## config.mk

```make
export PLATFORM = sky130hd
export DESIGN_NAME = latent_reparam_sampler
export DESIGN_NICKNAME = d
export VERILOG_FILES = /design/src/rtl/latent_reparam_sampler.sv
export SDC_FILE = /design/constraint.sdc
export NUM_CORES = 2
export LEC_CHECK = 0
export ABC_AREA = 1
export CORE_MARGIN = 1.5
export CORE_UTILIZATION = 30
export CTS_CLUSTER_DIAMETER = 30
export DETAILED_ROUTE_END_ITERATION = 6
export PLACE_DENSITY_LB_ADDON = 0.08
export SLEW_MARGIN = 15
export SYNTH_ARGS = -nofsm -noshare
export SYNTH_HDL_FRONTEND = slang
export SYNTH_SLANG_ARGS = --single-unit
```

## constraint.sdc

```tcl
create_clock -name clk -period 13 [get_ports clk]
set_clock_uncertainty 0.2 [all_clocks]
set_input_delay 1.95 -clock clk [delete_from_list [all_inputs] [get_ports clk]]
set_output_delay 1.95 -clock clk [all_outputs]
set_load 0.01 [all_outputs]
```

## src/rtl/latent_reparam_sampler.sv

```systemverilog
// Reparameterisation stage: z_i = sat(mu_i + sigma_i * eps_i), with eps drawn from a
// 32-bit Galois LFSR and one shared multiplier stepped across the latent lanes.
module latent_reparam_sampler #(
    parameter int unsigned M_output     = 4,
    parameter int unsigned LATENT       = M_output / 2,
    parameter int unsigned BITSIZE      = 32,
    parameter int unsigned FRAC         = 16,
    parameter logic [31:0] DEFAULT_SEED = 32'hACE1ACE1
) (
    input  logic                        clk,
    input  logic                        rst,
    input  logic [M_output*BITSIZE-1:0] in_data,
    input  logic                        in_valid,
    output logic                        in_ready,
    input  logic [31:0]                 seed,
    input  logic                        seed_load,
    output logic [LATENT*BITSIZE-1:0]   z,
    output logic                        out_valid,
    input  logic                        out_ready,
    output logic                        busy
);

    localparam int unsigned IDX_W     = (LATENT > 1) ? $clog2(LATENT) : 1;
    localparam int unsigned PW        = BITSIZE + FRAC + 1;
    localparam logic [31:0] LFSR_TAPS = 32'h80200003;

    localparam logic [1:0] S_IDLE = 2'd0;
    localparam logic [1:0] S_MUL  = 2'd1;
    localparam logic [1:0] S_ADD  = 2'd2;
    localparam logic [1:0] S_DONE = 2'd3;

    logic [1:0]         r_state;
    logic [IDX_W-1:0]   r_idx;
    logic [31:0]        r_lfsr;
    logic [BITSIZE-1:0] r_prod;
    logic [BITSIZE-1:0] r_mu    [LATENT];
    logic [BITSIZE-1:0] r_sigma [LATENT];
    logic [BITSIZE-1:0] r_z     [LATENT];

    logic [BITSIZE-1:0] w_mu;
    logic [BITSIZE-1:0] w_sigma;
    logic signed [PW-1:0] w_sigma_ext;
    logic signed [PW-1:0] w_eps_ext;
    logic signed [PW-1:0] w_prod_full;
    logic [BITSIZE-1:0] w_prod_q;
    logic               w_unused_prod;
    logic [BITSIZE:0]   w_sum;
    logic [BITSIZE-1:0] w_sat;
    logic [31:0]        w_lfsr_next;
    logic               w_last;

    assign w_mu    = r_mu[r_idx];
    assign w_sigma = r_sigma[r_idx];

    // eps is LFSR[FRAC:0] read as a signed fraction in [-1, 1)
    assign w_sigma_ext = $signed({{(FRAC + 1){w_sigma[BITSIZE-1]}}, w_sigma});
    assign w_eps_ext   = $signed({{BITSIZE{r_lfsr[FRAC]}}, r_lfsr[FRAC:0]});
    assign w_prod_full = w_sigma_ext * w_eps_ext;

    // Dropping the low FRAC bits of a two's-complement product is a floor shift
    assign w_prod_q      = w_prod_full[FRAC +: BITSIZE];
    assign w_unused_prod = ^{w_prod_full[FRAC-1:0], w_prod_full[PW-1]};

    assign w_sum = {w_mu[BITSIZE-1], w_mu} + {r_prod[BITSIZE-1], r_prod};

    always_comb begin
        w_sat = w_sum[BITSIZE-1:0];
        if (w_sum[BITSIZE] != w_sum[BITSIZE-1]) begin
            w_sat = w_sum[BITSIZE] ? {1'b1, {(BITSIZE-1){1'b0}}}
                                   : {1'b0, {(BITSIZE-1){1'b1}}};
        end
    end

    assign w_lfsr_next = {1'b0, r_lfsr[31:1]} ^ (r_lfsr[0] ? LFSR_TAPS : 32'h0);
    assign w_last      = (r_idx == IDX_W'(LATENT - 1));

    always_ff @(posedge clk) begin
        if (rst) begin
            r_state <= S_IDLE;
            r_idx   <= '0;
            r_lfsr  <= DEFAULT_SEED;
            r_prod  <= '0;
            for (int unsigned k = 0; k < LATENT; k++) begin
                r_mu[k]    <= '0;
                r_sigma[k] <= '0;
                r_z[k]     <= '0;
            end
        end else begin
            case (r_state)
                S_IDLE: begin
                    // Seed lands on the same edge as capture, so lane 0 already uses it
                    if (seed_load) begin
                        r_lfsr <= (seed == 32'h0) ? DEFAULT_SEED : seed;
                    end
                    if (in_valid) begin
                        for (int unsigned k = 0; k < LATENT; k++) begin
                            r_mu[k]    <= in_data[k*BITSIZE +: BITSIZE];
                            r_sigma[k] <= in_data[(LATENT+k)*BITSIZE +: BITSIZE];
                        end
                        r_idx   <= '0;
                        r_state <= S_MUL;
                    end
                end
                S_MUL: begin
                    r_prod  <= w_prod_q;
                    r_state <= S_ADD;
                end
                S_ADD: begin
                    r_z[r_idx] <= w_sat;
                    r_lfsr     <= w_lfsr_next;
                    if (w_last) begin
                        r_state <= S_DONE;
                    end else begin
                        r_idx   <= r_idx + 1'b1;
                        r_state <= S_MUL;
                    end
                end
                S_DONE: begin
                    if (out_ready) begin
                        r_state <= S_IDLE;
                    end
                end
                default: r_state <= S_IDLE;
            endcase
        end
    end

    for (genvar g = 0; g < LATENT; g++) begin : g_pack_z
        assign z[g*BITSIZE +: BITSIZE] = r_z[g];
    end

    assign in_ready  = (r_state == S_IDLE);
    assign out_valid = (r_state == S_DONE);
    assign busy      = (r_state != S_IDLE);

endmodule

```

# Word level (Yosys, flattened, before mapping)
# Memory sizes are Yosys's and may differ from the RTL's. A register that Yosys moved wholly into a read port is not among the register bits.
# Cells that the tools add are included.
[op_classes] n_addsub=2 mul=1 div=0 n_lt_le_gt_ge=0 eq_ne=7 shift=0 mux=33 bitwise_logic=5 reduce_logical=8
[op_table] cell="two-way mux 32 bit" count=10
[op_table] cell="case mux 32 bit (2 select lines)" count=1
[op_table] cell="multiplier 32 x 17 -> 48 bit" count=1
[op_table] cell="adder 32 x 32 -> 33 bit" count=1
[op_table] cell="zero test 32 bit" count=1
[op_table] cell="OR reduction 32 bit" count=1
[op_table] cell="XOR 31 x 32 -> 32 bit" count=1
[op_table] cell="two-way mux 1 bit" count=17
[op_table] cell="case mux 2 bit (4 select lines)" count=1
[op_table] cell="two-way mux 2 bit" count=3
[op_table] cell="AND reduction 2 bit" count=3
[op_table] cell="equality test 2 bit, second input constant" count=2
[op_table] cell="inequality test 2 x 1 -> 1 bit, second input constant" count=2
[op_table] cell="OR 1 bit" count=4
[op_table] cell="nonzero test 2 bit" count=2
[op_table] cell="equality test 2 x 1 -> 1 bit, second input constant" count=1
[op_table] cell="zero test 2 bit" count=1
[op_table] cell="inequality test 2 bit, second input constant" count=1
[op_table] cell="case mux 1 bit (2 select lines)" count=1
[op_table] cell="adder 1 bit, second input constant" count=1
[op_table] cell="inequality test 1 bit" count=1
[totals] regBits=67 latchBits=0 ram_bits=192 mem_bits_ro=0 in_bits=165 word_cells=63 memories=3
[memory_table] name="r_mu" depth=2 width=32 rd=1 rd_ports_with_merged_regs=1 write_ports=2 line_no="36" text="logic [BITSIZE-1:0] r_mu [LATENT];"
[memory_table] name="r_sigma" depth=2 width=32 rd=1 rd_ports_with_merged_regs=1 write_ports=2 line_no="37" text="logic [BITSIZE-1:0] r_sigma [LATENT];"
[memory_table] name="r_z" depth=2 width=32 rd=2 rd_ports_with_merged_regs=0 write_ports=2 line_no="38" text="logic [BITSIZE-1:0] r_z [LATENT];"

# Longest topological paths before layout
[logic_depth] ltp_word=6 depth_mapped=34

# Worst setup path after synthesis
# No wires, ideal clock.
[synth_timing] path_type="register to register" start="register (tool-made name)" end="register r_prod[27]" setup_time_ns=0.109 arrival_time_ns=6.004 required_ns=12.691 path_slack_ns=6.687 path_stages_with_launch=32 period_less_slack_ns=6.313 path_cell_list="dfxtp_1 > inv_1 > clkbuf_1 > clkbuf_1 > or2_2 > nand2_1 > inv_1 > clkbuf_1 > nand2_1 > fa_1 > inv_1 > fa_1 > inv_1 > fa_1 > inv_1 > fa_1 > fa_1 > inv_1 > fa_1 > inv_1 > ha_1 > a21oi_1 > nor2_1 > nor2_1 > a21boi_0 > nor2_1 > nor3_1 > nand2_1 > nand2_1 > nand3_1 > nand2_1 > inv_1"
[synth_lines] item="end signal, assigned" line_no="105" text="r_prod <= w_prod_q;"
[synth_lines] item="end, declared" line_no="35" text="logic [BITSIZE-1:0] r_prod;"

==> reports/metrics.cfg <==
[floorplan]
placementRows=119
fp.dieW_um=328
die_h_um=328
ioPinCount=232
coreArea_sq_um=105000
die-area_sq_um=108000
start_util=0.302

[synthesis]
synthCells=3881
avgSynthCellArea_sq_um=8.17
yosys_most_used_dff=edfxtp_1
synth_top_area_frac=0.325
synthAdderAreaFrac=0.381
yosysUniqueCellTypes=47
synthMuxAreaShare=0
synth_simple_gate_area_frac=0.205
syn_nets=4702
synth_top_family_by_area=adder cells
synth-compound-area-share=0.0611
synth_edf_count=192
ys_ff_latch=260
seq_area_frac_synth=0.225
synth_common_cells=830 x inv_1, 760 x nand2_1, 609 x nor2_1
async_flop_share=0
synth.area.top_cells=fa_1 33%, edfxtp_1 18%, inv_1 9.8%
yosysWarnings=0
synthesis.area_sq_um=31700
yosysMostFrequentCell=inv_1
netlist.top_cell.by_area=fa_1
synthXorXnorAreaFrac=0.00994

[finish]
area_growth_pct=21.3
regArea_sq_um=7130
num-nets-final=4936
multiInputGateArea_sq_um=20800
n_fill_cell=11192
drive_above_1_share=0.0686

[setup_path]
reg2reg_setup_slack_ns=4.64
cp_slowest_stage_delay_ns=0.64
cp.arrival_ns=8.68
worst_setup_path_start_kind=flop
path_depth=27
cp.required_ns=13.32
path_max_fanout=57
cp_top_family=adder cells
cp_slowest_cell=fa_1
end_kind=flop
crit_type=reg -> reg
reg2reg_depth=27
path_buf_inv=8
timing.critical_path.mode_cell=fa_1

[placement]
finalWeightedCongestion=0.928
dp_hpwl_mm=95.6
place.port_buffers=231
pre_cts_ws_ns=4.53

[clocking]
tritoncts=done
cts-root-buf=clkbuf_16
insertion_delay_ns=0.62
cts_setup_buffers=0
htreeDepth=3
cts_buffers=83
path_clk_slew_ns=0.04
cts_resized=0
hold_buffers=0
cts_sinks=260
clockBufferDepth=3

[drt]
drt_wl_total_mm=119
drc_errors=0
drtIter0Drc=1574
drt_first_pass_iters=7
viasPerCell=4.67
post_drt_wl_per_cell_um=21.4
detail-route-antenna-nets=0
num_vias=26065

[timing]
max-slew-margin-rel=0.275
tns_ns=0
post-route-worst-setup-slack_ns=4.64
fmax_ghz=0.120
rsz0062_at_grt=false
final-hold-violation-count=0
setup_violations=0
min_period_ns=8.36
finalCritPeriodShare=0.643
drv_slew=0
tightestPinTransition_ns=1.08

[global_route]
antenna_found_initial=3
grtUsageTotal=0.226
grt_pass1_wl_mm=180
first_global_vias=27867
grt_overflow=0
grt_max_degree=74

[flow_run]
maxCapViolCount=0

[min_path]
holdPathStages=2
min_path_type=reg -> reg

[run_status]
status=finished, final reports clean

routing by layer:
| metal | vias up | track usage | part of all wire |
|---|---|---|---|
| li1 | 12169 | - | - |
| met1 | 13089 | 0.316 | 0.46 |
| met3 | 137 | 0.0386 | 0.053 |
| met5 | - | 0 | 0 |
| met4 | 0 | 0.0450 | 0.017 |
| met2 | 670 | 0.369 | 0.47 |
sequential cells by signal (all words and copies together), names as in the netlist, named ones only:
signal,flops
r_lfsr,32
r_sigma,64
r_prod,32
r_state,2
r_z,64
r_mu,64
r_idx,1
final timing paths:
kind               from          to
max                flop  r_prod[29]
min          r_lfsr[26]  r_lfsr[26]
max reg2reg        flop  r_prod[29]
min reg2reg  r_lfsr[26]  r_lfsr[26]
placed cells by master (no fill, tap or decap), types with 5 or more instances in the layout:
cell and n:
a21oi_1 152, xnor2_1 11, nor2_1 608, o21ai_0 90, edfxtp_1 192, a211oi_1 6
nand2_1 759, nand2_2 13, a21o_1 15, or2_2 55, o21ai_1 7, clkdlybuf4s50_1 230
xor2_1 25, dfxtp_2 6, clkbuf_1 15, fa_1 515, nor3_1 29, clkbuf_8 9
dfxtp_1 62, inv_1 827, o21ai_2 5, nand3_1 93, inv_2 11, ha_1 141
clkbuf_16 85, o21bai_1 12, nor4_1 8, a221oi_1 15, clkinv_1 26, a31oi_1 8
clkinv_2 18, nand4_1 19, bufinv_16 8, a21boi_0 7, o21a_1 10, buf_4 53
worst register-to-register path, delay by kind of cell, from the launching register on:
| family | cells | cell delay, ns |
|---|---|---|
| simple gates | 9 | 1.65 |
| buf+inv | 8 | 1.69 |
| flops | 1 | 0.30 |
| compound gates | 3 | 0.90 |
| fa+ha+maj | 7 | 3.54 |
per-stage QoR:
step | instance area (sq um) | utilization | cells | hold slack, ns
after detailed placement | 35600 | 0.339 | 5421 | 0.272
after floorplan | 31700 | - | 3881 | 0.235
after CTS | 38500 | 0.366 | 5576 | 0.273
after global routing | 38500 | 0.366 | 5576 | 0.303
after global placement | 35600 | 0.339 | 5421 | 0.269
final | 38500 | 0.366 | 5577 | 0.276
layout make-up:
cell class	instances	share of cell area
timing repair buffer	284	0.0703
tap	1391	0.0452
clock inverter	46	0.0141
clock buffer	109	0.0600
multi-input combinational	2633	0.542
inverter	853	0.0832
antenna	1	0.0000650
sequential	260	0.185
logic make-up (layout without fill, tap and decap cells):
kind of cell,count (synthesis),after routing
and+or+nand+nor,1603,1603
buffers and inverters,988,1292
xor gates and xnor gates,36,36
AOI/OAI and AO/OA,338,338
DFF,260,260
other,0,1
adders and majority gates,656,656
Power is not shown: default switching activity piles up to over one toggle a cycle in this logic, so the estimate is an artifact.
